===== src/rtl/csla_pkg.sv =====
// Shared types and constants for the carry-select adder and the arbiter that
// time-shares it between several requesters.
package csla_pkg;

    localparam int CSLA_W   = 32;
    // Carry-select block width; CSLA_W must be a multiple of it.
    localparam int CSLA_BLK = 4;

    typedef logic [CSLA_W-1:0] csla_word_t;

    typedef struct packed {
        logic       cout;
        csla_word_t sum;
    } csla_result_t;

endpackage


===== src/rtl/csla.sv =====
// 32-bit carry-select adder: each 4-bit block precomputes sums for both
// possible carry-ins and the ripple of block carries picks one.
module csla
    import csla_pkg::*;
(
    input  logic [CSLA_W-1:0] x,
    input  logic [CSLA_W-1:0] y,
    output logic [CSLA_W-1:0] s,
    output logic              cout
);

    localparam int NBLK = CSLA_W / CSLA_BLK;

    logic [NBLK:0] c;

    assign c[0] = 1'b0;

    for (genvar b = 0; b < NBLK; b++) begin : g_blk
        logic [CSLA_BLK:0] s0;
        logic [CSLA_BLK:0] s1;

        assign s0 = {1'b0, x[b*CSLA_BLK +: CSLA_BLK]} + {1'b0, y[b*CSLA_BLK +: CSLA_BLK]};
        assign s1 = {1'b0, x[b*CSLA_BLK +: CSLA_BLK]} + {1'b0, y[b*CSLA_BLK +: CSLA_BLK]}
                    + (CSLA_BLK+1)'(1);

        assign s[b*CSLA_BLK +: CSLA_BLK] = c[b] ? s1[CSLA_BLK-1:0] : s0[CSLA_BLK-1:0];
        assign c[b+1]                    = c[b] ? s1[CSLA_BLK]     : s0[CSLA_BLK];
    end

    assign cout = c[NBLK];

endmodule


===== src/rtl/csla_arbiter_rr_arb.sv =====
// Round-robin winner search: the first valid requester at or after ptr wins,
// and ptr_next points just past the winner.
module csla_rr_arb #(
    parameter int NUM_REQ = 4,
    parameter int ID_W    = 2
) (
    input  logic [NUM_REQ-1:0] req_valid,
    input  logic [ID_W-1:0]    ptr,
    input  logic               en,
    output logic [NUM_REQ-1:0] grant,
    output logic [ID_W-1:0]    grant_idx,
    output logic               grant_vld,
    output logic [ID_W-1:0]    ptr_next
);

    int             idx;
    logic [ID_W-1:0] sel;

    always_comb begin
        grant     = '0;
        grant_idx = '0;
        grant_vld = 1'b0;
        ptr_next  = ptr;
        idx       = 0;
        sel       = '0;
        if (en) begin
            for (int k = 0; k < NUM_REQ; k++) begin
                // Rotate the search start without a modulo operator.
                idx = int'(ptr) + k;
                if (idx >= NUM_REQ) begin
                    idx = idx - NUM_REQ;
                end
                sel = ID_W'(idx);
                if (!grant_vld && req_valid[sel]) begin
                    grant[sel] = 1'b1;
                    grant_idx  = sel;
                    grant_vld  = 1'b1;
                    ptr_next   = (sel == ID_W'(NUM_REQ-1)) ? '0 : sel + 1'b1;
                end
            end
        end
    end

endmodule


===== src/rtl/csla_arbiter.sv =====
// Shares one carry-select adder among NUM_REQ requesters: round-robin grant
// into an operand register, adder, then a result register on a response port.
module csla_arbiter
    import csla_pkg::*;
#(
    parameter int NUM_REQ = 4,
    parameter int ID_W    = 2
) (
    input  logic                      clk,
    input  logic                      rst_n,
    input  logic [NUM_REQ-1:0]        req_valid,
    output logic [NUM_REQ-1:0]        req_ready,
    input  logic [NUM_REQ*CSLA_W-1:0] req_x,
    input  logic [NUM_REQ*CSLA_W-1:0] req_y,
    output logic                      rsp_valid,
    input  logic                      rsp_ready,
    output logic [ID_W-1:0]           rsp_id,
    output logic [CSLA_W-1:0]         rsp_sum,
    output logic                      rsp_cout
);

    // Handshakes: a beat moves when valid && ready on the same rising edge.
    // Producers hold valid and payload stable until accepted; req_ready is
    // a function of arbitration state and req_valid only, never of payload.

    logic         op_vld_q, op_vld_d;
    logic [ID_W-1:0] op_id_q, op_id_d;
    csla_word_t   op_x_q, op_x_d;
    csla_word_t   op_y_q, op_y_d;
    logic         rsp_valid_q, rsp_valid_d;
    logic [ID_W-1:0] rsp_id_q, rsp_id_d;
    csla_result_t rsp_res_q, rsp_res_d;
    logic [ID_W-1:0] ptr_q, ptr_d;

    logic               adv_a;
    logic               adv_b;
    logic               arb_en;
    logic [NUM_REQ-1:0] grant;
    logic [ID_W-1:0]    grant_idx;
    logic               grant_vld;
    logic [ID_W-1:0]    ptr_next;
    csla_word_t         sel_x;
    csla_word_t         sel_y;
    csla_word_t         csla_sum;
    logic               csla_cout;

    assign adv_b  = op_vld_q && (!rsp_valid_q || rsp_ready);
    assign adv_a  = !op_vld_q || adv_b;
    // Gating with rst_n keeps req_ready low for the whole reset window.
    assign arb_en = adv_a && rst_n;

    csla_rr_arb #(
        .NUM_REQ (NUM_REQ),
        .ID_W    (ID_W)
    ) u_arb (
        .req_valid (req_valid),
        .ptr       (ptr_q),
        .en        (arb_en),
        .grant     (grant),
        .grant_idx (grant_idx),
        .grant_vld (grant_vld),
        .ptr_next  (ptr_next)
    );

    assign req_ready = grant;

    always_comb begin
        sel_x = '0;
        sel_y = '0;
        for (int i = 0; i < NUM_REQ; i++) begin
            if (grant[i]) begin
                sel_x = req_x[i*CSLA_W +: CSLA_W];
                sel_y = req_y[i*CSLA_W +: CSLA_W];
            end
        end
    end

    csla u_csla (
        .x    (op_x_q),
        .y    (op_y_q),
        .s    (csla_sum),
        .cout (csla_cout)
    );

    always_comb begin
        op_vld_d = op_vld_q;
        op_id_d  = op_id_q;
        op_x_d   = op_x_q;
        op_y_d   = op_y_q;
        ptr_d    = ptr_q;
        if (adv_a) begin
            op_vld_d = grant_vld;
            if (grant_vld) begin
                op_id_d = grant_idx;
                op_x_d  = sel_x;
                op_y_d  = sel_y;
                ptr_d   = ptr_next;
            end
        end
    end

    always_comb begin
        rsp_valid_d = rsp_valid_q;
        rsp_id_d    = rsp_id_q;
        rsp_res_d   = rsp_res_q;
        if (adv_b) begin
            rsp_valid_d    = 1'b1;
            rsp_id_d       = op_id_q;
            rsp_res_d.cout = csla_cout;
            rsp_res_d.sum  = csla_sum;
        end else if (rsp_ready) begin
            rsp_valid_d = 1'b0;
        end
    end

    always_ff @(posedge clk or negedge rst_n) begin
        if (!rst_n) begin
            op_vld_q    <= 1'b0;
            op_id_q     <= '0;
            op_x_q      <= '0;
            op_y_q      <= '0;
            rsp_valid_q <= 1'b0;
            rsp_id_q    <= '0;
            rsp_res_q   <= '0;
            ptr_q       <= '0;
        end else begin
            op_vld_q    <= op_vld_d;
            op_id_q     <= op_id_d;
            op_x_q      <= op_x_d;
            op_y_q      <= op_y_d;
            rsp_valid_q <= rsp_valid_d;
            rsp_id_q    <= rsp_id_d;
            rsp_res_q   <= rsp_res_d;
            ptr_q       <= ptr_d;
        end
    end

    assign rsp_valid = rsp_valid_q;
    assign rsp_id    = rsp_id_q;
    assign rsp_sum   = rsp_res_q.sum;
    assign rsp_cout  = rsp_res_q.cout;

endmodule


===== config.mk =====
export PLATFORM = sky130hd
export DESIGN_NAME = csla_arbiter
export DESIGN_NICKNAME = d
export VERILOG_FILES = /design/src/rtl/csla_pkg.sv /design/src/rtl/csla.sv /design/src/rtl/csla_arbiter_rr_arb.sv /design/src/rtl/csla_arbiter.sv
export SDC_FILE = /design/constraint.sdc
export NUM_CORES = 1
export LEC_CHECK = 0
export CELL_PAD_IN_SITES_DETAIL_PLACEMENT = 0
export CELL_PAD_IN_SITES_GLOBAL_PLACEMENT = 2
export CORE_ASPECT_RATIO = 0.7
export CORE_MARGIN = 2
export CORE_UTILIZATION = 24
export CTS_BUF_LIST = sky130_fd_sc_hd__clkbuf_8 sky130_fd_sc_hd__clkbuf_16
export DETAILED_ROUTE_END_ITERATION = 8
export PLACE_DENSITY_LB_ADDON = 0.12
export SYNTH_ARGS = -nofsm -noshare
export SYNTH_HDL_FRONTEND = slang
export SYNTH_SLANG_ARGS = --single-unit

===== constraint.sdc =====
create_clock -name clk -period 4.9 [get_ports clk]
set_input_delay 0.735 -clock clk [delete_from_list [all_inputs] [get_ports clk]]
set_output_delay 0.735 -clock clk [all_outputs]
set_load 0.005 [all_outputs]

Word-level counts from Yosys, hierarchy flattened
Cells that the tools add are included.

Register bits after elaboration: 105. Bits of input ports: 263. Output and inout port bits: 40. Logic and storage cells: 151.

$add $sub $neg: 26. Order comparisons: 12. Eq/ne operators: 4. Multiplexer cells: 77. Bitwise gates (word level): 3. Reductions and logical operators: 20.

Operator list (count): 32-bit two-way mux (8); 4-bit two-way mux (15); 2-bit two-way mux (21); 4-bit by 4-bit adder with 5-bit output (8); 5-bit by 1-bit adder with 5-bit output, second input constant (7); 1-bit two-way mux (25); 2-bit by 3-bit less-than comparator with 1-bit output, second input constant (4); 4-bit bitwise OR (3); 3-bit >= comparator, second input constant (3); 1-bit logical AND (9); 2-bit by 1-bit adder with 2-bit output, second input constant (4); 1-bit binary-select mux with 2-bit select (4); 1-bit demux with 2-bit select (4); 2-bit equality test, second input constant (4); 2-bit by 1-bit >= comparator with 1-bit output, second input constant (4); 2-bit by 1-bit subtractor with 2-bit output, second input constant (4); 2-bit by 2-bit adder with 3-bit output, second input constant (2); 1-bit logical NOT (5); 4-bit AND reduction (1); 4-bit nonzero test (1); 2-bit by 1-bit adder with 3-bit output, second input constant (1); 2-bit by 3-bit >= comparator with 1-bit output, second input constant (1); 1-bit logical OR (2); 2-bit AND reduction (1); 2-bit nonzero test (1).

Logic depth before layout (Yosys ltp)
Gate-level depths: netlist (run 1).

Word-level depth: 26. Gate-level depth with buffers: 17. Depth with buffers taken out: 13.

Modules after synthesis
Synthesis (run 1) repeated with hierarchy kept, for this count alone.

Cells, all modules: 741. Area, all modules: 7472.2 sq um.

By module, submodules not included: csla_arbiter (instances 1, cells an instance 472, area each 5200.0 sq um); csla (instances 1, cells an instance 192, area each 1704.1 sq um); csla_rr_arb (instances 1, cells an instance 77, area each 568.0 sq um).

Worst setup path before layout (run 1)
OpenSTA, ideal clock, no wires.

Kind: reg2out. Start point: reg ptr_q[0]. End point: out req_ready[2]. Arrival: 3400 ps. Data required time: 4165 ps. Setup slack: 765 ps. Stages on the path, launching flop included: 13. Path buffers: 6. Path through: dfrtp_1 -> clkbuf_1 -> clkbuf_1 -> inv_1 -> ha_1 -> clkbuf_1 -> mux2_2 -> nor3_1 -> a221oi_1 -> nor2_1 -> clkbuf_1 -> buf_2 -> clkbuf_1.

Cells in the longest elaborated chain, start to end: 19. Elaborated cells between the ends (all ways): 70. Those cells by class: add/sub: 7; order compare: 12; mux: 38; bitwise: 3; reduce/logical: 10.

Ends and longest elaborated chain: start, declared (line csla_arbiter.sv:33) `logic [ID_W-1:0] ptr_q, ptr_d;`; start signal, assigned (line csla_arbiter.sv:134) `ptr_q <= ptr_d;`; parallel branches: the longest is 17 deep, another holds 2-bit by 1-bit adder with 3-bit output; 4-bit two-way mux (*) (line csla_arbiter_rr_arb.sv:34) `if (!grant_vld && req_valid[sel]) begin`; 4-bit two-way mux (*) (line csla_arbiter_rr_arb.sv:26) `if (en) begin`; end, declared (line csla_arbiter.sv:12) `output logic [NUM_REQ-1:0] req_ready,`.

Every way passes the cells marked *. The select of a mux whose other input is x is not followed.

Worst setup path in the final report (run 1)
Start point: reg op_x_q[4]. End point: reg rsp_res_q, in the netlist rsp_sum[31].

Cells in the longest elaborated chain, start to end: 9.

Ends and longest elaborated chain: start, declared (line csla_arbiter.sv:28) `csla_word_t op_x_q, op_x_d;`; start signal, assigned (line csla_arbiter.sv:129) `op_x_q <= op_x_d;`; 4-bit by 4-bit adder with 5-bit output (*) (line csla.sv:22, csla.sv:23); 5-bit by 1-bit adder with 5-bit output (line csla.sv:24) `+ (CSLA_BLK+1)'(1);`; 1-bit two-way mux (*) (6 in series) (line csla.sv:27) `assign c[b+1] = c[b] ? s1[CSLA_BLK] : s0[CSLA_BLK];`; 4-bit two-way mux (*) (line csla.sv:26) `assign s[b*CSLA_BLK +: CSLA_BLK] = c[b] ? s1[CSLA_BLK-1:0] : s0[CSLA_BLK-1:0];`; end signal, assigned (line csla_arbiter.sv:133) `rsp_res_q <= rsp_res_d;`; end, declared (line csla_arbiter.sv:32) `csla_result_t rsp_res_q, rsp_res_d;`.

Mark *: on every way between the ends. The rest lies on a longest branch, timed or not. A chain may end at the register's enable or synchronous reset.

==> results of run 1 <==
cell type report:
class	instances	area share, %
Multi-Input combinational cell	709	40.2
Timing Repair Buffer	315	28.5
Sequential cell	105	23.8
Tap cell	412	4.68
Clock buffer	9	2.04
Clock inverter	7	0.431
Inverter	7	0.238
critical path, delay by kind of cell (launching register included):
family / cells / cell delay (ns)
flip-flops: 1 / 0.38
XOR/XNOR: 1 / 0.23
adder cells (fa/ha/maj): 3 / 0.94
multiplexers: 5 / 1.94
AND/OR/NAND/NOR: 4 / 0.86
registers in the layout, summed over array words and instances, names as in the netlist:
register,count
op_id_q,2
ptr_q,2
rsp_id,2
op_x_q,32
op_vld_q,1
rsp_sum,32
op_y_q,32
rsp_valid,1
rsp_cout,1
metrics by stage:
step | instances | instance area (µm²)
final | 1564 | 11000
after floorplan | 883 | 7280
after detailed placement | 1548 | 10700
after CTS | 1564 | 11000
after global routing | 1564 | 11000
after global placement | 1548 | 10700
synthesized netlist by cell type, types with 2 or more instances:
cell type	instances
o31ai_1	3
a32oi_1	2
o21ai_0	96
nand3_1	6
clkbuf_1	45
a21oi_1	22
nand4_1	10
a221oi_1	5
mux4_2	2
nand2b_1	3
inv_1	7
a21o_1	15
ha_1	44
mux2i_1	13
dfrtp_1	105
nand4b_1	3
nor2_1	17
o22ai_1	65
xor2_1	17
and2_1	4
mux2_2	4
xnor2_1	22
fa_1	8
buf_1	15
buf_2	2
nand2_1	250
a31oi_1	2
or2_2	2
nor3_1	2
a22oi_1	68
nor2b_1	6
nand3b_1	3
and3_1	2
how the worst max path moves through the flow:
stage | from | endpoint | cells past startpoint
5_1_grt | op_x_q[4]$_DFFE_PN0P_ | rsp_sum[31]$_DFFE_PN0P_ | 13
2_1_floorplan | ptr_q[0]$_DFFE_PN0P_ | req_ready[2] | 12
4_1_cts | op_x_q[4]$_DFFE_PN0P_ | rsp_sum[31]$_DFFE_PN0P_ | 13
3_3_place_gp | op_x_q[4]$_DFFE_PN0P_ | rsp_sum[31]$_DFFE_PN0P_ | 13
6_report | op_x_q[4]$_DFFE_PN0P_ | rsp_sum[31]$_DFFE_PN0P_ | 13
3_5_place_dp | op_x_q[4]$_DFFE_PN0P_ | rsp_sum[31]$_DFFE_PN0P_ | 13
layer usage:
layer	wire (µm)	share of wire [%]	track usage [%]	vias to the layer above
met3	1680	6.3	3.67	11
li1	-	-	-	3700
met4	182	0.68	2.96	0
met1	13600	51	24.3	3221
met2	11100	42	24.5	202
met5	0	0	0	-
power breakdown:
part	internal [mW]	switching, mW	total [mW]	leakage, nW
Clock	0.345	0.345	0.691	0.131
Combinational	1.89	2.47	4.36	3.16
Sequential	1.31	0.303	1.61	1.31
Total	3.54	3.12	6.66	4.59
cell families after synthesis:
group | Yosys count
and+or+nand+nor | 316
AOI/OAI and AO/OA | 282
DFF | 105
buffers and inverters | 69
adders and majority gates | 52
xor gates and xnor gates | 40
muxes | 19
==> flow_summary.ini, run 1 <==
[sta]
holdWs_ns = 0.475
slew_viol_final = 0
finalHoldViolCount = 0
skew_ns = 0.00673
rsz0062_at_grt = false
fmax_ghz = 0.226
timing.setup.tns_ns = 0
period_share_pct = 90.2
setup_violations = 0
post-route-min-period_ns = 4.42
tightest_slew_ns = 0.819
max_slew_margin_pct = 45.4
setup_slack_ns = 0.479

[placement]
gp_congestion = 0.759
dp.final_hpwl_um = 20200
port_buffers = 302
post-place-ws_ns = 0.402

[power]
ir_drop_uv = 373
p_leak_nw = 4.59
total_power_mw = 6.66
cellPowerDensity_nw_per_um2 = 604

[floorplanning]
rows = 53
start_util_pct = 24.3
core_area_um2 = 29900
die_area_um2 = 31800
fp.dieH_um = 150
die_w_um = 212
num_io_pins = 303

[cells_and_area]
fin_nets = 1462
multi_input_area_um2 = 4440
syn2layout_area_growth_pct = 51.4
n_fill_cell = 3111
layout_commonest_cell = clkdlybuf4s50_1
final_util_pct = 36.8
drive_gt1_share_pct = 4.34
seqCellArea_um2 = 2630
layout_common_cells = clkdlybuf4s50_1, nand2_1, dfrtp_1, o21ai_0, a22oi_1
diodes = 0

[min_path]
hp-class = reg2reg
hold_depth = 2
hold_end = op_y_q[20]$_DFFE_PN0P_
hp-start = op_y_q[20]$_DFFE_PN0P_

[clock_network]
cts_buffers = 9
cts_max_level = 3
cts_setup_buffers = 0
clkSlewWorstSetupHoldPaths_ns = 0.07
cts_tree = done
holdBufCountCts = 0
clock-sinks = 105
cts_resized = 0
clockRootBuffer = clkbuf_16
cts_buffer_depth = 2
clk_latency_ns = 0.35

[yosys]
yosys-top-cells-area = dfrtp_1, nand2_1, ha_1
synth_fa_ha_area_share_pct = 9.76
synthMuxAreaShare_pct = 3.03
yosysTopAreaCellShare_pct = 36.1
syn-instance-count = 883
async_flop_share_pct = 100
synth_area_leader_cell = dfrtp_1
yosysSeqAreaShare_pct = 36.1
synth_edf_count = 0
syn_nets = 1198
synth_cell_types = 46
synth_compound_area_share_pct = 24.1
yosys.area_share.xor_xnor_pct = 5.07
synthesis.area_um2 = 7280
yosys.area_share.simple_pct = 18.4
synth_top_family_by_area = compound AO/OA/AOI/OAI gates
synth_area_per_cell_um2 = 8.24
synth-seq-cells = 105
synth_flop_cell = dfrtp_1
yosys_warnings = 0

[grt]
overflow = 0
grt_pass1_wl_um = 40200
antenna_found_initial = 0
grt_pass1_vias = 6973
grt_use_total_pct = 16.4
grt_max_degree = 129

[setup_path]
critPathRequiredTime_ns = 5.19
rrSetupSlack_ns = 0.48
slowest_delay_ns = 0.54
crit_path_max_fanout = 8
cp_slowest_cell = fa_1
end_kind = register
rr_endpoint = rsp_sum[31]$_DFFE_PN0P_
worstSetupPathType = reg2reg
cp-start-kind = register
r2r_cells = 13
path_cells = ha_1, fa_1, ha_1, nand2_1, nor4_4, mux2i_1, mux2i_1, mux2i_1, mux2i_1, mux2i_1, xnor2_4, or4b_1, nand3_1
crit_top_cell = mux2i_1
r2r-start = op_x_q[4]$_DFFE_PN0P_
cp.arrival_ns = 4.71

[routing]
ant_nets = 0
dr.pass1.iters = 4
drcViolationCount = 0
vias_per_cell = 4.56
num_vias = 7134
drt_iter0_markers = 374
wl_per_cell_um = 17.0
routed_wl_um = 26600

[run]
drv_cap = 0

[outcome]
outcome = completed
No activity file was read; power rests on OpenSTA's default activity.
==> inputs of run 2 (changes only) <==
PLACE_DENSITY = 0.89   (was not set)
PLACE_DENSITY_LB_ADDON = not set   (was 0.12)
RECOVER_POWER = 50   (was not set)
==> run 2 against run 1 <==
  * The flow now finishes with violations (max-capacitance violations, max-slew violations)
  * Global-route usage is 0.40 points lower
  * Final area rose by 0.18%
  * Sequential power is essentially flat
  * Register-to-register slack worse by 0.12 ns
  * Hold slack worse by 0.11 ns
==> flow_summary.ini, run 2 (same netlist as run 1, synthesis figures left out) <==
[clock_network]
holdBufCountCts = 0
clock-sinks = 105
cts_max_level = 3
cts_setup_buffers = 0
cts_resized = 0
cts_buffer_depth = 2
clk_latency_ns = 0.34
cts_tree = done
clockRootBuffer = clkbuf_16
cts_buffers = 9
clkSlewWorstSetupHoldPaths_ns = 0.07

[routing]
dr.pass1.iters = 5
drcViolationCount = 0
wl_per_cell_um = 16.6
routed_wl_um = 26000
num_vias = 7293
drt_iter0_markers = 301
vias_per_cell = 4.67
ant_nets = 0

[setup_path]
crit_top_cell = mux2i_1
cp_top_family = multiplexers
r2r-start = op_x_q[4]$_DFFE_PN0P_
worstSetupPathType = reg2reg
cp.arrival_ns = 4.82
crit_path_max_fanout = 8
critPathRequiredTime_ns = 5.18
cp-start-kind = register
path_cells = ha_1, fa_1, xor2_1, nand2_1, nor4_4, mux2i_1, mux2i_1, mux2i_1, mux2i_1, mux2i_1, xnor2_4, or4b_1, nand3_1
critical_path.startpoint = op_x_q[4]$_DFFE_PN0P_
worst-path-buf-inv = 0
slowest_delay_ns = 0.48
end_kind = register
cp_slowest_cell = or4b_1

[cells_and_area]
syn2layout_area_growth_pct = 51.7
fin_nets = 1463
layout_commonest_cell = clkdlybuf4s50_1
final_area_um2 = 11000
drive_gt1_share_pct = 4.34
layout_common_cells = clkdlybuf4s50_1, nand2_1, dfrtp_1, o21ai_0, a22oi_1
n_fill_cell = 3125
diodes = 0

[sta]
slew_viol_final = 67
timing.setup.tns_ns = 0
rsz0062_at_grt = false
setup_violations = 0
finalHoldViolCount = 0
post-route-min-period_ns = 4.54
skew_ns = 0.00917
period_share_pct = 92.7
fmax_ghz = 0.220
max_slew_margin_pct = -13.3
tightest_slew_ns = 1.70

[grt]
grt_pass1_vias = 7236
antenna_found_initial = 1
grt_use_total_pct = 16.1
grt_max_degree = 129
overflow = 0
grt_pass1_wl_um = 39400

[floorplanning]
die_w_um = 212
start_util_pct = 24.3
rows = 53
core_area_um2 = 29900
die_area_um2 = 31800
fp.dieH_um = 150
num_io_pins = 303

[placement]
gp_congestion = 0.814
port_buffers = 302
place_area_um2 = 10800
dp.final_hpwl_um = 20200

[power]
ir_drop_uv = 198
cellPowerDensity_nw_per_um2 = 602
p_leak_nw = 4.63
total_power_mw = 6.64

[min_path]
hp-class = in2async

[outcome]
violations = max-capacitance violations, max-slew violations
outcome = finished, violations left

[run]
drv_cap = 1
==> run 2: cell types whose count changed in the layout (fill, tap and decap cells not counted) <==
cell | before | now
clkdlybuf4s50_1 | 301 | 283
dlygate4sd3_1 | 0 | 18
clkbuf_8 | 0 | 2
clkinvlp_4 | 3 | 1
inv_1 | 9 | 7
buf_12 | 2 | 3
buf_4 | 12 | 11
clkbuf_2 | 0 | 1
nand2_1 | 249 | 250
nand2_2 | 1 | 0
==> run 2: path summary, 6_finish.rpt <==
path,cells after the start,slack (ns),end
worst max-delay path,13,0.36,rsp_sum[31]$_DFFE_PN0P_
worst min-delay path,1,0.36,rsp_id[1]$_DFFE_PN0P_
worst max register to register,13,0.36,rsp_sum[31]$_DFFE_PN0P_
worst min register to register,2,0.47,rsp_id[0]$_DFFE_PN0P_
max in group asynchronous,2,2.49,rsp_sum[22]$_DFFE_PN0P_
min in group clk,2,0.47,rsp_id[0]$_DFFE_PN0P_
==> run 2: where the power goes <==
| part | switching (mW) | internal (mW) | total (mW) |
|---|---|---|---|
| clock network | 0.327 | 0.371 | 0.698 |
| logic | 2.48 | 1.88 | 4.36 |
| registers | 0.277 | 1.31 | 1.58 |
==> run 2: layer usage <==
metal / wire [µm] / share of wire (%) / vias up / global-route usage, %
li1: - / - / 3700 / -
met1: 12300 / 47 / 3339 / 21.4
met2: 11700 / 45 / 242 / 26.6
met3: 1800 / 6.9 / 12 / 3.97
met4: 220 / 0.85 / 0 / 2.78
met5: 0 / 0 / - / 0
==> run 2: per-stage QoR <==
step	std cells	hold WS (ns)	util (%)	setup WS (ns)
6_report	1563	0.360	36.9	0.356
5_1_grt	1563	0.398	36.9	0.00966
4_1_cts	1563	0.365	36.9	0.273
3_5_place_dp	1549	0.454	36.0	0.321
3_3_place_gp	1549	0.451	36.0	0.428
2_1_floorplan	883	0.439	-	0.765
==> run 2: layout make-up <==
type	count	area, µm²	share of cell area [%]
Tap cell	412	515	4.67
Multi-Input combinational cell	709	4430	40.2
Timing Repair Buffer	316	3160	28.6
Clock buffer	11	253	2.29
Clock inverter	3	25.0	0.227
Inverter	7	26.3	0.238
Sequential cell	105	2630	23.8
==> inputs of run 3 (changes only) <==
SETUP_SLACK_MARGIN = 0.05   (was not set)
==> run 3 against run 2 <==
  * The run still ends with max-capacitance violations, max-slew violations left
  * Utilization about the same
  * Combinational power hardly changed
  * Global-route usage stayed put
  * Critical path type unchanged
==> flow_summary.ini, run 3 (same netlist as run 1, synthesis figures left out) <==
[grt]
antenna_found_initial = 1
grt_pass1_vias = 7236
grt_use_total_pct = 16.1
grt_pass1_wl_um = 39400
grt_max_degree = 129
overflow = 0

[power]
intPower_mw = 3.56
cellPowerDensity_nw_per_um2 = 602
switching_share_pct = 46.4
clockPowerShare_pct = 10.5
power_frac_seq_pct = 23.8
ir_drop_uv = 196
power_switching_mw = 3.08
p_leak_nw = 4.63
pwr-share-comb_pct = 65.7

[setup_path]
cp.arrival_ns = 4.79
end_kind = register
cp-start-kind = register
crit_path_max_fanout = 8
critPathRequiredTime_ns = 5.18
worstSetupPathType = reg2reg
rrSetupSlack_ns = 0.39

[sta]
max_slew_margin_pct = -13.7
post-route-min-period_ns = 4.51
period_share_pct = 92.0
skew_ns = 0.00918
finalHoldViolCount = 0
timing.setup.tns_ns = 0
fmax_ghz = 0.222
setup_violations = 0
tightest_slew_ns = 1.71
slew_viol_final = 67
rsz0062_at_grt = false

[routing]
drcViolationCount = 0
vias_per_cell = 4.67
num_vias = 7300
dr.pass1.iters = 5
drt_iter0_markers = 334
ant_nets = 0
routed_wl_um = 26000
wl_per_cell_um = 16.6

[clock_network]
holdBufCountCts = 0
cts_tree = done
clk_latency_ns = 0.35
clock-sinks = 105
cts_setup_buffers = 0
cts_resized = 0
clockRootBuffer = clkbuf_16
cts_buffers = 9
clkSlewWorstSetupHoldPaths_ns = 0.07
cts_buffer_depth = 2
cts_max_level = 3

[outcome]
violations = max-capacitance violations, max-slew violations
outcome = finished, violations left

[placement]
place_area_um2 = 10800
gp_congestion = 0.814
dp.final_hpwl_um = 20200
port_buffers = 302

[cells_and_area]
layout_common_cells = clkdlybuf4s50_1, nand2_1, dfrtp_1, o21ai_0, a22oi_1
layout_commonest_cell = clkdlybuf4s50_1
drive_gt1_share_pct = 4.43
diodes = 0
final_area_um2 = 11000
fin_nets = 1463
syn2layout_area_growth_pct = 51.7

[floorplanning]
fp.dieH_um = 150
die_w_um = 212
core_area_um2 = 29900
num_io_pins = 303
die_area_um2 = 31800
start_util_pct = 24.3
rows = 53

[run]
drv_cap = 1

[min_path]
hp-class = in2async
[run 3: critical path, stage by stage (launching register included)]
cell     delay (ns)
dfrtp_1        0.39
ha_1           0.24
fa_1           0.41
xor2_1         0.26
nand2_1        0.13
nor4_4         0.25
mux2i_2        0.39
mux2i_1        0.35
mux2i_1        0.42
mux2i_1        0.35
mux2i_1        0.45
xnor2_4        0.23
or4b_1         0.48
nand3_1        0.10
[run 3: through the flow]
| step | worst slack (ns) | hold slack (ns) | power, mW | util, % | std cells |
|---|---|---|---|---|---|
| after floorplan | 0.765 | 0.439 | 4.46 | - | 883 |
| after global placement | 0.428 | 0.451 | 5.96 | 36.0 | 1549 |
| after detailed placement | 0.321 | 0.454 | 6.05 | 36.0 | 1549 |
| after CTS | 0.273 | 0.365 | 6.78 | 36.9 | 1563 |
| after global routing | 0.0628 | 0.398 | 7.33 | 36.9 | 1563 |
| final | 0.390 | 0.360 | 6.64 | 36.9 | 1563 |
[run 3: power by group through the flow]
| stage | Combinational (mW) | Sequential [mW] | Clock [mW] |
|---|---|---|---|
| floorplan | 2.90 | 1.55 | 0 |
| global placement | 4.37 | 1.59 | 0 |
| detailed placement | 4.44 | 1.61 | 0 |
| CTS | 4.46 | 1.59 | 0.730 |
| global route | 4.91 | 1.65 | 0.765 |
| finish | 4.36 | 1.58 | 0.699 |
[run 3: layout make-up]
| type | instances | area (µm²) |
|---|---|---|
| Fill cell | 3123 | 18900 |
| Inverter | 7 | 26.3 |
| Clock inverter | 3 | 25.0 |
| Multi-Input combinational cell | 709 | 4440 |
| Timing Repair Buffer | 316 | 3160 |
| Clock buffer | 11 | 253 |
| Tap cell | 412 | 515 |
| Sequential cell | 105 | 2630 |
[run 3: path summary, 6_finish.rpt]
kind / endpoint / cells past startpoint / startpoint
setup / recovery: rsp_sum[31]$_DFFE_PN0P_ / 13 / op_x_q[4]$_DFFE_PN0P_
hold / removal: rsp_id[1]$_DFFE_PN0P_ / 1 / rst_n
setup reg to reg: rsp_sum[31]$_DFFE_PN0P_ / 13 / op_x_q[4]$_DFFE_PN0P_
hold reg to reg: rsp_id[0]$_DFFE_PN0P_ / 2 / op_id_q[0]$_DFFE_PN0P_
max in group asynchronous: rsp_sum[22]$_DFFE_PN0P_ / 2 / rst_n
min in group clk: rsp_id[0]$_DFFE_PN0P_ / 2 / op_id_q[0]$_DFFE_PN0P_
[run 3: layer usage]
metal | routed length [µm] | up-vias | share of wire, % | track usage, %
li1 | - | 3700 | - | -
met1 | 12200 | 3334 | 47 | 21.4
met2 | 11700 | 250 | 45 | 26.6
met3 | 1900 | 16 | 7.3 | 3.97
met4 | 278 | 0 | 1.1 | 2.78
met5 | 0 | - | 0 | 0
==> RTL change 1, RTL diff (config.mk and constraints of run 2) <==
`CSLA_W`: 32 -> 64.
--- a/src/rtl/csla_pkg.sv
+++ b/src/rtl/csla_pkg.sv
@@ -4,3 +4,3 @@
 
-    localparam int CSLA_W   = 32;
+    localparam int CSLA_W   = 64;
     // Carry-select block width; CSLA_W must be a multiple of it.
Interface: changed (resized req_x, req_y and rsp_sum); port bits go from 303 to 591. No check against the original RTL was run, so the function may have changed too.
==> RTL change 1 against run 2 <==
The run ends with max-capacitance violations, max-slew violations, negative setup slack left. Sequential cell count grew 96. Critical endpoint is now rsp_cout. Area after synthesis grew 91%. Sequential power grew 92%. Design area grew 99%. Setup slack lost 1200 ps. Wire length grew 98%. Largest cell class unchanged. Power grew 100%. First-iteration DRC count grew 130%.
==> RTL change 1: results (changes against run 2) <==
stage,metric,value,unit,change
outcome,status,"complete, but fails checks",,
outcome,violations,"max-capacitance violations, max-slew violations, negative setup slack",,
critical_path,critical_path.max_fanout,7,,-1
synth,synthDistinctLibCells,48,,+4.3%
critical_path,critPathArrivalTime,6180,ps,+1360 ps
finish,final_nets,2900,,+98%
critical_path,reg2reg_depth,25,,+12
timing,fin_worst_skew,11.02,ps,+1.853 ps
job,maxCapViolCount,3,,+2
clocking,numCtsBuffers,23,,+14
pwr,leakage,9.362,nW,+100%
timing,setup_viol,16,,+16
global_route,grt_usage,16.45,%,+0.39 points
finish,drive_above_1_share,7.411,%,+3.1 points
critical_path,max_stage_delay,510,ps,+30 ps
drt,via_per_inst,4.740,,+1.6%
pwr,peakVddDrop,0.5592,mV,+180%
global_route,grt_max_degree,151,,+17%
placed_design,port_buffers,590,,+95%
timing,whs,472.3,ps,+112.4 ps
timing,setup_tns,-7897,ps,-7897 ps
timing,setup_slack,-824.8,ps,-1181 ps
placed_design,place_congestion,0.8296,,+1.9%
synth,synth_area_leaders,"dfrtp_1 36%, nand2_1 13%, ha_1 7.7%, a22oi_1 7.1%, o21ai_0 6.7%",,
clocking,ctsHtreeMaxLevel,1,,-2
timing,worst_pin_slew,2302,ps,+602.5 ps
drt,wire_per_inst,16.88,um,+1.4%
clocking,clk_latency,530,ps,+190 ps
synth,yosysSeqAreaShare,36.25,%,+0.16 points
finish,nFillCells,5782,,+85%
drt,drt_iter0_drc,693,,+130%
timing,slew_viol_final,108,,+61%
min_path,hold_class,flip-flop to flip-flop,,
clocking,cts_buffer_depth,3,,+1
## RTL change 1: routing by layer
layer / up-vias / global-route usage, % / wire length, um
met5: - / 0 / 7
met4: 2 / 3.001 / 957
met3: 54 / 3.428 / 2840
met2: 370 / 27.85 / 24480
met1: 6772 / 21.82 / 23090
li1: 7230 / - / -
## RTL change 1: worst max path at each step
stage               from           to  slack [ps]
6_report       op_x_q[4]     rsp_cout        -820
5_1_grt        op_x_q[4]     rsp_cout       -1280
4_1_cts        op_x_q[4]  rsp_sum[61]        -960
3_5_place_dp   op_x_q[4]  rsp_sum[61]       -1190
3_3_place_gp   op_x_q[4]  rsp_sum[62]       -1160
2_1_floorplan  op_x_q[4]  rsp_sum[62]        -630
## RTL change 1: kinds of logic (layout without fill, tap and decap cells)
kind of cell	count (synthesis)	after routing	share of synthesized area, %
buffers and inverters	125	738	3.382
XOR/XNOR	86	86	5.483
adder cells (fa/ha/maj)	101	101	9.974
AO/OA/AOI/OAI	544	544	24.31
multiplexers	34	34	2.868
AND/OR/NAND/NOR	590	590	17.73
flip-flops	201	201	36.25
## RTL change 1: cell type report
type	instances	area (sq um)	area share (%)
inverter	8	30.03	0.1365
clock inverter	15	72.57	0.3298
multi-input combinational	1355	8572	38.96
timing repair buffer	691	6769	30.77
clock buffer	24	589.3	2.679
tap	750	938.4	4.265
sequential	201	5030	22.86
## RTL change 1: stage by stage
step	util (%)	std cells	area (sq um)	power [mW]
final	38.60	3044	22000	13.42
after global routing	38.60	3044	22000	14.72
after CTS	38.45	3036	21920	13.49
after detailed placement	37.00	2989	21090	11.68
after global placement	37.00	2989	21090	11.44
after floorplan	-	1681	13880	8.245
## RTL change 1: what timing repair did
item | in CTS | in global routing
resized for setup | 18 | 8
endpoints found under the setup margin | 17 | 24
buffers inserted | 8 | 8
pin swaps | 6 | 3
## RTL change 1: worst reg2reg max path: cells and delay by family, from the launching register on
family,cells,cell delay [ps]
compound gates,1,240
fa+ha+maj,3,910
simple gates,5,690
mux,10,2530
buf+inv,5,770
xor+xnor,1,130
flops,1,380
## RTL change 1: power by group
part           total (mW)  switching [mW]  leakage, nW  internal [mW]
Clock                1.59           0.729        0.356          0.865
Combinational        8.80            4.64         6.50           4.16
Sequential           3.03           0.539         2.50           2.49
Total                13.4            5.91         9.36           7.51
==> RTL change 2, RTL diff (flow settings as in run 2) <==
Without the edit above. Reset style: synchronous (`rst_n`), changed in one clocked block.
--- a/src/rtl/csla_arbiter.sv
+++ b/src/rtl/csla_arbiter.sv
@@ -115,3 +115,3 @@
 
-    always_ff @(posedge clk or negedge rst_n) begin
+    always_ff @(posedge clk) begin
         if (!rst_n) begin
Formal check against the unedited RTL: differs if rst_n is asserted again (counterexample within 4 cycles, from zero or initial values and one cycle with rst_n low); with rst_n held inactive, the same outputs for 4 cycles.
==> RTL change 2 against run 2 <==
The run still ends with max-capacitance violations, max-slew violations left. Power down 18%. Maximum frequency is 1.7% higher. Combinational power down 26%. Count of clock-buffer cells in the layout down 1. Design area fell by 3.0%. Die area down 3.6%. Synthesized cell count up 3.4%. Sequential share of layout area fell by 4.2 points. Area after synthesis is 3.7% lower. Via count grew 2.6%. Sequential cell count unchanged. Wire length is 5.2% higher. Critical path depth down 5. Setup slack better by 76 ps. Largest cell class unchanged.
==> RTL change 2: results (changes against run 2) <==
stage,metric,value,unit,change
drt,vias,7481,,+2.6%
pwr,peakVddDrop,0.1819,mV,-8.0%
clocking,path_clk_slew,80,ps,
timing,maxSlewHeadroom,-36.10,%,-23 points
finish,final_cell_area,0.01071,sq mm,-3.0%
global_route,grt_pass1_wl,41.61,mm,+5.5%
synth,synth_common_cells,"155 x nand2_1, 105 x dfxtp_1, 102 x a21oi_1",,
critical_path,critical_path.max_fanout,12,,+4
synth,ys.flop_type,dfxtp_1,,
global_route,use_met3,4.083,%,+0.12 points
pwr,leakage,4.007,nW,-13%
global_route,antenna_found_initial,1,,unchanged
placed_design,place_ws,448.2,ps,+127.6 ps
placed_design,hpwl,21.37,mm,+6.0%
global_route,grt_usage,17.34,%,+1.3 points
drt,routed_wl,27.35,mm,+5.2%
synth,synth_nets,1228,,+2.5%
finish,drive_above_1_share,4.366,%,+0.022 points
clocking,clk_latency,350,ps,
clocking,cts-root-buf,clkbuf_16,,
min_path,hold_class,flip-flop to flip-flop,,
clocking,numCtsBuffers,9,,unchanged
synth,async_flop_share,0,%,-100 points
global_route,grt_max_degree,129,,unchanged
global_route,gr-usage-met1,26.02,%,+4.6 points
outcome,violations,"max-capacitance violations, max-slew violations",,
placed_design,port_buffers,302,,unchanged
global_route,use_met2,25.67,%,-0.94 points
synth,synthDistinctLibCells,48,,+4.3%
clocking,ctsHtreeMaxLevel,3,,unchanged
placed_design,dp.cells,1530,,-1.2%
clocking,ctsResizeCount,0,,unchanged
job,maxCapViolCount,1,,unchanged
synth,netlist_instances,913,,+3.4%
finish,nFillCells,3022,,-3.3%
timing,fin_worst_skew,10.06,ps,+0.8875 ps
finish,fin_cells,1547,,-1.0%
placed_design,placed_cell_area,0.01040,sq mm,-3.5%
clocking,cts_setup_buffers,0,,unchanged
clocking,cts_buffer_depth,2,,unchanged
timing,slew_viol_final,54,,-19%
synth,synth_area_leaders,"dfxtp_1 30%, nand2_1 8.3%, ha_1 7.9%, a22oi_1 7.6%, a21oi_1 7.3%",,
synth,yosys_warnings,0,,unchanged
drt,firstDrtPassIters,4,,-1
critical_path,critPathArrivalTime,3730,ps,-1090 ps
placed_design,place_congestion,0.7812,,-4.1%
global_route,grt_pass1_vias,7380,,+2.0%
drt,drt_iter0_drc,336,,+12%
synth,yosysSeqAreaShare,29.98,%,-6.1 points
outcome,status,"complete, but fails checks",,
## RTL change 2: worst max-delay path, cell delays in order (launching register included)
cell and delay (ps):
dfxtp_1 580, inv_1 120, ha_1 470, mux4_2 680
nor2_1 150, and2_1 310, a221oi_1 200, nor2_4 310
clkdlybuf4s50_1 580
## RTL change 2: layout make-up
| type | instances | area share [%] |
|---|---|---|
| Clock inverter | 6 | 0.6777 |
| Timing Repair Buffer | 315 | 29.47 |
| Clock buffer | 10 | 2.232 |
| Multi-Input combinational cell | 722 | 43.19 |
| Tap cell | 378 | 4.417 |
| Inverter | 10 | 0.3622 |
| Antenna cell | 1 | 0.02337 |
| Sequential cell | 105 | 19.63 |
## RTL change 2: path summary, 6_finish.rpt
path,startpoint,end,slack (ps),cells past startpoint
max,ptr_q[1],req_ready[1],430,8
min,rsp_sum[14],rsp_sum[14],450,2
max reg2reg,ptr_q[1],op_y_q[19],500,13
min reg2reg,rsp_sum[14],rsp_sum[14],450,2
## RTL change 2: per-layer routing
layer / vias to the layer above / routed length (um)
met1: 3413 / 14310
met5: - / 13
met3: 15 / 1516
met2: 218 / 11350
met4: 2 / 152
li1: 3833 / -
## RTL change 2: cell families (layout without fill, tap and decap cells)
| kind of cell | count (synthesis) | count (layout) | share of synthesized area [%] |
|---|---|---|---|
| other cells | 0 | 1 | 0 |
| flops | 105 | 105 | 29.98 |
| xor+xnor | 40 | 40 | 5.104 |
| compound gates | 361 | 361 | 31.39 |
| fa+ha+maj | 52 | 52 | 10.14 |
| buf+inv | 86 | 341 | 4.764 |
| simple gates | 251 | 251 | 15.33 |
| mux | 18 | 18 | 3.301 |
## RTL change 2: power breakdown
group	internal, mW	total (mW)	switching [mW]
Sequential	1.20	1.47	0.268
Clock	0.416	0.762	0.346
Combinational	1.40	3.24	1.84
Total	3.02	5.47	2.45
